## config.mk

```make
export PLATFORM = sky130hd
export DESIGN_NAME = cargador_serial_izq_der_flat
export DESIGN_NICKNAME = d
export VERILOG_FILES = /design/src/rtl/cargador_serial_izq_der_pkg.sv /design/src/rtl/cargador_serial_izq_der_if.sv /design/src/rtl/celda_comp_izqder.sv /design/src/rtl/cargador_serial_izq_der.sv /design/src/flat_wrapper.sv
export SDC_FILE = /design/constraint.sdc
export NUM_CORES = 1
export LEC_CHECK = 0
export ABC_AREA = 1
export CAP_MARGIN = 0
export CELL_PAD_IN_SITES_DETAIL_PLACEMENT = 0
export CELL_PAD_IN_SITES_GLOBAL_PLACEMENT = 1
export CORE_UTILIZATION = 37
export DETAILED_ROUTE_END_ITERATION = 10
export PLACE_DENSITY = 0.87
export SYNTH_ARGS = -nofsm -noshare
export SYNTH_HDL_FRONTEND = slang
export SYNTH_SLANG_ARGS = --single-unit
```

## constraint.sdc

```tcl
create_clock -name clk -period 1.5 [get_ports clk]
set_input_delay 0.15 -clock clk [delete_from_list [all_inputs] [get_ports clk]]
set_output_delay 0.15 -clock clk [all_outputs]
set_load 0.05 [all_outputs]
```

## src/rtl/cargador_serial_izq_der_pkg.sv

```systemverilog
// Shared encodings for the bit-serial loader and the left-to-right compare cell.
package cargador_serial_izq_der_pkg;

  localparam int unsigned N_DEFAULT = 4;

  localparam logic [0:0] RECIBIR = 1'b0;
  localparam logic [0:0] LISTO   = 1'b1;

  localparam logic [1:0] CMP_EQ = 2'b00;
  localparam logic [1:0] CMP_LT = 2'b01;
  localparam logic [1:0] CMP_GT = 2'b10;

endpackage

```

## src/rtl/cargador_serial_izq_der_if.sv

```systemverilog
// Bit-pair input handshake and parallel word output bundle.
interface cargador_serial_izq_der_if #(
  parameter int unsigned N = 4
);
  logic         bit_valid;
  logic         bit_ready;
  logic         a_bit;
  logic         b_bit;
  logic [N-1:0] A;
  logic [N-1:0] B;
  logic         Zser;
  logic         word_valid;
  logic         word_ack;

  modport master (
    output bit_valid, a_bit, b_bit, word_ack,
    input  bit_ready, A, B, Zser, word_valid
  );

  modport slave (
    input  bit_valid, a_bit, b_bit, word_ack,
    output bit_ready, A, B, Zser, word_valid
  );
endinterface

```

## src/rtl/celda_comp_izqder.sv

```systemverilog
// One cell of the left-to-right comparison network: first differing bit decides.
module celda_comp_izqder
  import cargador_serial_izq_der_pkg::*;
(
  input  logic [1:0] cmp_in,
  input  logic       a,
  input  logic       b,
  output logic [1:0] cmp_out
);

  always_comb begin
    cmp_out = cmp_in;
    if (cmp_in == CMP_EQ) begin
      if (!a && b) begin
        cmp_out = CMP_LT;
      end else if (a && !b) begin
        cmp_out = CMP_GT;
      end
    end
  end

endmodule

```

## src/rtl/cargador_serial_izq_der.sv

```systemverilog
// Serial-to-parallel loader for A/B with a sequential A<=B result (Zser).
module cargador_serial_izq_der
  import cargador_serial_izq_der_pkg::*;
#(
  parameter int unsigned N = N_DEFAULT
) (
  input logic                      clk,
  input logic                      rst_n,
  cargador_serial_izq_der_if.slave bus
);

  localparam int unsigned CW = (N > 1) ? $clog2(N) : 1;

  logic [0:0]    state_q, state_d;
  logic [CW-1:0] cnt_q, cnt_d;
  logic [1:0]    cmp_q, cmp_d, cmp_nxt;
  logic [N-1:0]  sha_q, sha_d, shb_q, shb_d;
  logic [N-1:0]  a_q, a_d, b_q, b_d;
  logic          zser_q, zser_d;
  logic          wv_q, wv_d;
  logic          xfer;

  celda_comp_izqder u_celda (
    .cmp_in  (cmp_q),
    .a       (bus.a_bit),
    .b       (bus.b_bit),
    .cmp_out (cmp_nxt)
  );

  assign xfer = bus.bit_valid && (state_q == RECIBIR);

  // Next-state: shift in on transfer, capture the word on the Nth bit, release on ack.
  always_comb begin
    state_d = state_q;
    cnt_d   = cnt_q;
    cmp_d   = cmp_q;
    sha_d   = sha_q;
    shb_d   = shb_q;
    a_d     = a_q;
    b_d     = b_q;
    zser_d  = zser_q;
    wv_d    = wv_q;
    case (state_q)
      RECIBIR: begin
        if (xfer) begin
          sha_d = {sha_q[N-2:0], bus.a_bit};
          shb_d = {shb_q[N-2:0], bus.b_bit};
          cnt_d = cnt_q + CW'(1);
          cmp_d = cmp_nxt;
          if (cnt_q == CW'(N - 1)) begin
            a_d     = {sha_q[N-2:0], bus.a_bit};
            b_d     = {shb_q[N-2:0], bus.b_bit};
            zser_d  = (cmp_nxt != CMP_GT);
            wv_d    = 1'b1;
            state_d = LISTO;
          end
        end
      end
      default: begin
        if (bus.word_ack) begin
          state_d = RECIBIR;
          wv_d    = 1'b0;
          cnt_d   = '0;
          cmp_d   = CMP_EQ;
        end
      end
    endcase
  end

  always_ff @(posedge clk or negedge rst_n) begin
    if (!rst_n) begin
      state_q <= RECIBIR;
      cnt_q   <= '0;
      cmp_q   <= CMP_EQ;
      sha_q   <= '0;
      shb_q   <= '0;
      a_q     <= '0;
      b_q     <= '0;
      zser_q  <= 1'b0;
      wv_q    <= 1'b0;
    end else begin
      state_q <= state_d;
      cnt_q   <= cnt_d;
      cmp_q   <= cmp_d;
      sha_q   <= sha_d;
      shb_q   <= shb_d;
      a_q     <= a_d;
      b_q     <= b_d;
      zser_q  <= zser_d;
      wv_q    <= wv_d;
    end
  end

  // bit_ready is a pure decode of the state register.
  assign bus.bit_ready  = (state_q == RECIBIR);
  assign bus.A          = a_q;
  assign bus.B          = b_q;
  assign bus.Zser       = zser_q;
  assign bus.word_valid = wv_q;

endmodule

```

## src/flat_wrapper.sv

```systemverilog
// flat-port wrapper written by rule: the top's interface ports become plain ports
module cargador_serial_izq_der_flat import cargador_serial_izq_der_pkg::*;
#(
  parameter int unsigned N = N_DEFAULT
)
  (clk, rst_n, bus_bit_valid, bus_a_bit, bus_b_bit, bus_word_ack, bus_bit_ready, bus_A, bus_B, bus_Zser, bus_word_valid);
  cargador_serial_izq_der_if #(.N(N)) bus_i ();
  input logic clk;
  input logic rst_n;
  input wire logic [$bits(bus_i.bit_valid)-1:0] bus_bit_valid;
  input wire logic [$bits(bus_i.a_bit)-1:0] bus_a_bit;
  input wire logic [$bits(bus_i.b_bit)-1:0] bus_b_bit;
  input wire logic [$bits(bus_i.word_ack)-1:0] bus_word_ack;
  output wire logic [$bits(bus_i.bit_ready)-1:0] bus_bit_ready;
  output wire logic [$bits(bus_i.A)-1:0] bus_A;
  output wire logic [$bits(bus_i.B)-1:0] bus_B;
  output wire logic [$bits(bus_i.Zser)-1:0] bus_Zser;
  output wire logic [$bits(bus_i.word_valid)-1:0] bus_word_valid;
  assign bus_i.bit_valid = bus_bit_valid;
  assign bus_i.a_bit = bus_a_bit;
  assign bus_i.b_bit = bus_b_bit;
  assign bus_i.word_ack = bus_word_ack;
  assign bus_bit_ready = bus_i.bit_ready;
  assign bus_A = bus_i.A;
  assign bus_B = bus_i.B;
  assign bus_Zser = bus_i.Zser;
  assign bus_word_valid = bus_i.word_valid;
  cargador_serial_izq_der #(.N(N)) u_core (.clk(clk), .rst_n(rst_n), .bus(bus_i));
endmodule
```

==> reports/metrics.csv <==
metric,value,unit
synthAdderAreaFrac,1.40,%
drt-vias-per-instance,4.55,
dieArea,0.00262,sq mm
rsz0062_at_grt,false,
min_path_type,input port to asynchronous set/reset pin,
area_delta_synth_final,21.7,%
start_util,39.7,%
numCtsBuffers,3,
clock.fmax,790,MHz
syn-num-nets,99,
path_buf_inv,3,
drv_slew,0,
yosysTopAreaCell,dfrtp_1,
ys_top_cells_by_count,"nand2_1 (29), dfrtp_1 (21), inv_1 (14)",
setup_tns,0,ns
grt_pass1_wl,2.33,mm
synth_area_leaders,"dfrtp_1 (59%), nand2_1 (12%), o21ai_2 (6.9%)",
required,1.70,ns
path_cells,ha_1 > inv_1 > nor2_8 > inv_4 > nand2_1 > inv_1 > nor2_1,
drive_above_1_share,23.4,%
die_w,51.2,um
ys_seq_elements,21,
min_period,1.27,ns
leakagePower,0.000583,uW
synth_warnings,0,
clockBufferDepth,2,
synth_ff_type,dfrtp_1,
synth_top_area_share,58.7,%
stdcell_area,0.00109,sq mm
clock-sinks,21,
crit_path_end_kind,flip-flop,
final_util,48.3,%
slowest_stage,dfrtp_1,
root_buffer,clkbuf_4,
cp.depth,7,
cts_tree,built,
clkTransAtPathRegs,0.11,ns
drt-initial-drc-count,21,
synth-xor-area-share,0,%
vias,633,
dieHeight,51.2,um
synthArstFlopShare,100,%
synth-simple-area-share,17.6,%
critPathMaxStageDelay,0.42,ns
finalHoldViolCount,0,
vdd_drop_max,1.03,mV
power.density,2190,mW/mm^2
port_buffers,16,
yosysMostFrequentCell,nand2_1,
regToRegEndpoint,u_core.bus.Zser,
synth_top_family_by_area,simple AND/OR/NAND/NOR gates,
critPathMaxFanout,17,
drt_wl_total,1.40,mm
crit_path_start_kind,flip-flop,
cpMostUsedCell,inv_1,
drc,0,
synth_edf_count,0,
grt_pass1_vias,529,
criticalPathCategory,flip-flop to flip-flop,
total_power,2390,uW
gp_congestion,0.714,
dp_hpwl,1.02,mm
finalNetCount,119,
wl_per_cell,10.1,um
ys_types,16,
run_status,finished clean,
slew_headroom,82.7,%
grt_max_degree,22,
syn-cell-area,895,sq um
synth_compound_area_share,13.0,%
firstDrtPassIters,4,
htree_levels,1,
startpoint,u_core.cnt_q[0],
r2r_cells,7,
synthMuxAreaShare,0,%
track_usage,12.2,%
ys_seq_area_share,58.7,%
gr-total-overflow,0,
clkLatencyLatePin,0.29,ns
worst_pin_slew,0.259,ns
post-cts-setup-buffers,0,
final_antenna_net_count,0,
finClkSkew,0.00256,ns
period_share,84.3,%
diodes,0,
num_rows,17,
cp.arrival,1.47,ns
r2r_slack,0.23,ns
setup_ws,0.235,ns
path_delay_family,flip-flops,
ios,17,
final-setup-viol-count,0,
core_area,0.00225,sq mm
syn_inst,92,
antenna_found_initial,0,
cts_resized,0,
r2r_start,u_core.cnt_q[0],
avgSynthCellArea,9.72,sq um
place_area,0.00106,sq mm
cts_hold_buffers,0,
crit_end,u_core.bus.Zser,
drv_cap,0,
dp_slack,0.159,ns
flip-flops by register name, indices dropped and copies added (netlist names):
signal                 count
u_core.bus.Zser            1
u_core.bus.A               4
u_core.shb_q               3
u_core.bus.word_valid      1
u_core.state_q             1
u_core.sha_q               3
u_core.cnt_q               2
u_core.cmp_q               2
u_core.bus.B               4
how the worst min path moves through the flow:
stage / endpoint / slack, ns / from / cells after the start
floorplan: u_core.bus.A[0] / -0.15 / rst_n / 0
global placement: u_core.bus.B[3] / 0.46 / u_core.bus.B[3] / 2
detailed placement: u_core.bus.B[3] / 0.46 / u_core.bus.B[3] / 2
CTS: u_core.shb_q[0] / 0.18 / rst_n / 2
global route: u_core.bus.B[2] / 0.18 / rst_n / 2
finish: u_core.bus.B[2] / 0.18 / rst_n / 2
cell usage in the layout (no fill, tap or decap):
master and instances:
nand2_1 29, dfrtp_1 21, inv_1 14, buf_4 11, o21ai_0 7, o21ai_2 7
clkdlybuf4s50_1 5, clkbuf_4 3, nand3_1 2, o211ai_1 2, nor2_1 2, inv_2 1
nand2_4 1, nor2_8 1, inv_4 1, a21oi_1 1, ha_1 1, clkbuf_1 1
buf_12 1
per-layer routing:
layer  wire length (um)  share of wire [%]  global-route usage (%)
met4                  0                  0                    2.78
met2                653                 47                    18.2
met1                662                 47                    16.2
met5                  0                  0                       0
met3                 82                5.9                    5.36
worst reg2reg max path: cells and delay by family (launching register included):
family | cells | cell delay [ns]
buf+inv | 3 | 0.36
fa+ha+maj | 1 | 0.20
flops | 1 | 0.42
simple gates | 3 | 0.19
per-stage QoR:
step | hold slack [ns] | std cells
2_1_floorplan | -0.146 | 92
3_3_place_gp | 0.456 | 135
3_5_place_dp | 0.460 | 135
4_1_cts | 0.180 | 139
5_1_grt | 0.183 | 139
6_report | 0.177 | 139
area by class of cell:
cell class	count	area [sq um]
repair buffers	17	153
fillers	230	1170
well taps	28	35.0
inverters	16	62.6
flip-flops and latches	21	526
clock buffers	4	26.3
multi-input cells	53	287
logic make-up after synthesis:
kind of cell,count (synthesis)
AOI/OAI and AO/OA,17
adders and majority gates,1
buffers and inverters,18
DFF,21
and+or+nand+nor,35
report_power, final:
| part | switching [uW] | leakage [uW] | internal, uW | total (uW) |
|---|---|---|---|---|
| logic | 810 | 0.000304 | 378 | 1190 |
| clock network | 158 | 0.0000150 | 104 | 261 |
| registers | 134 | 0.000264 | 803 | 937 |
| total | 1100 | 0.000583 | 1280 | 2390 |
(Power assumes the default switching activity.)
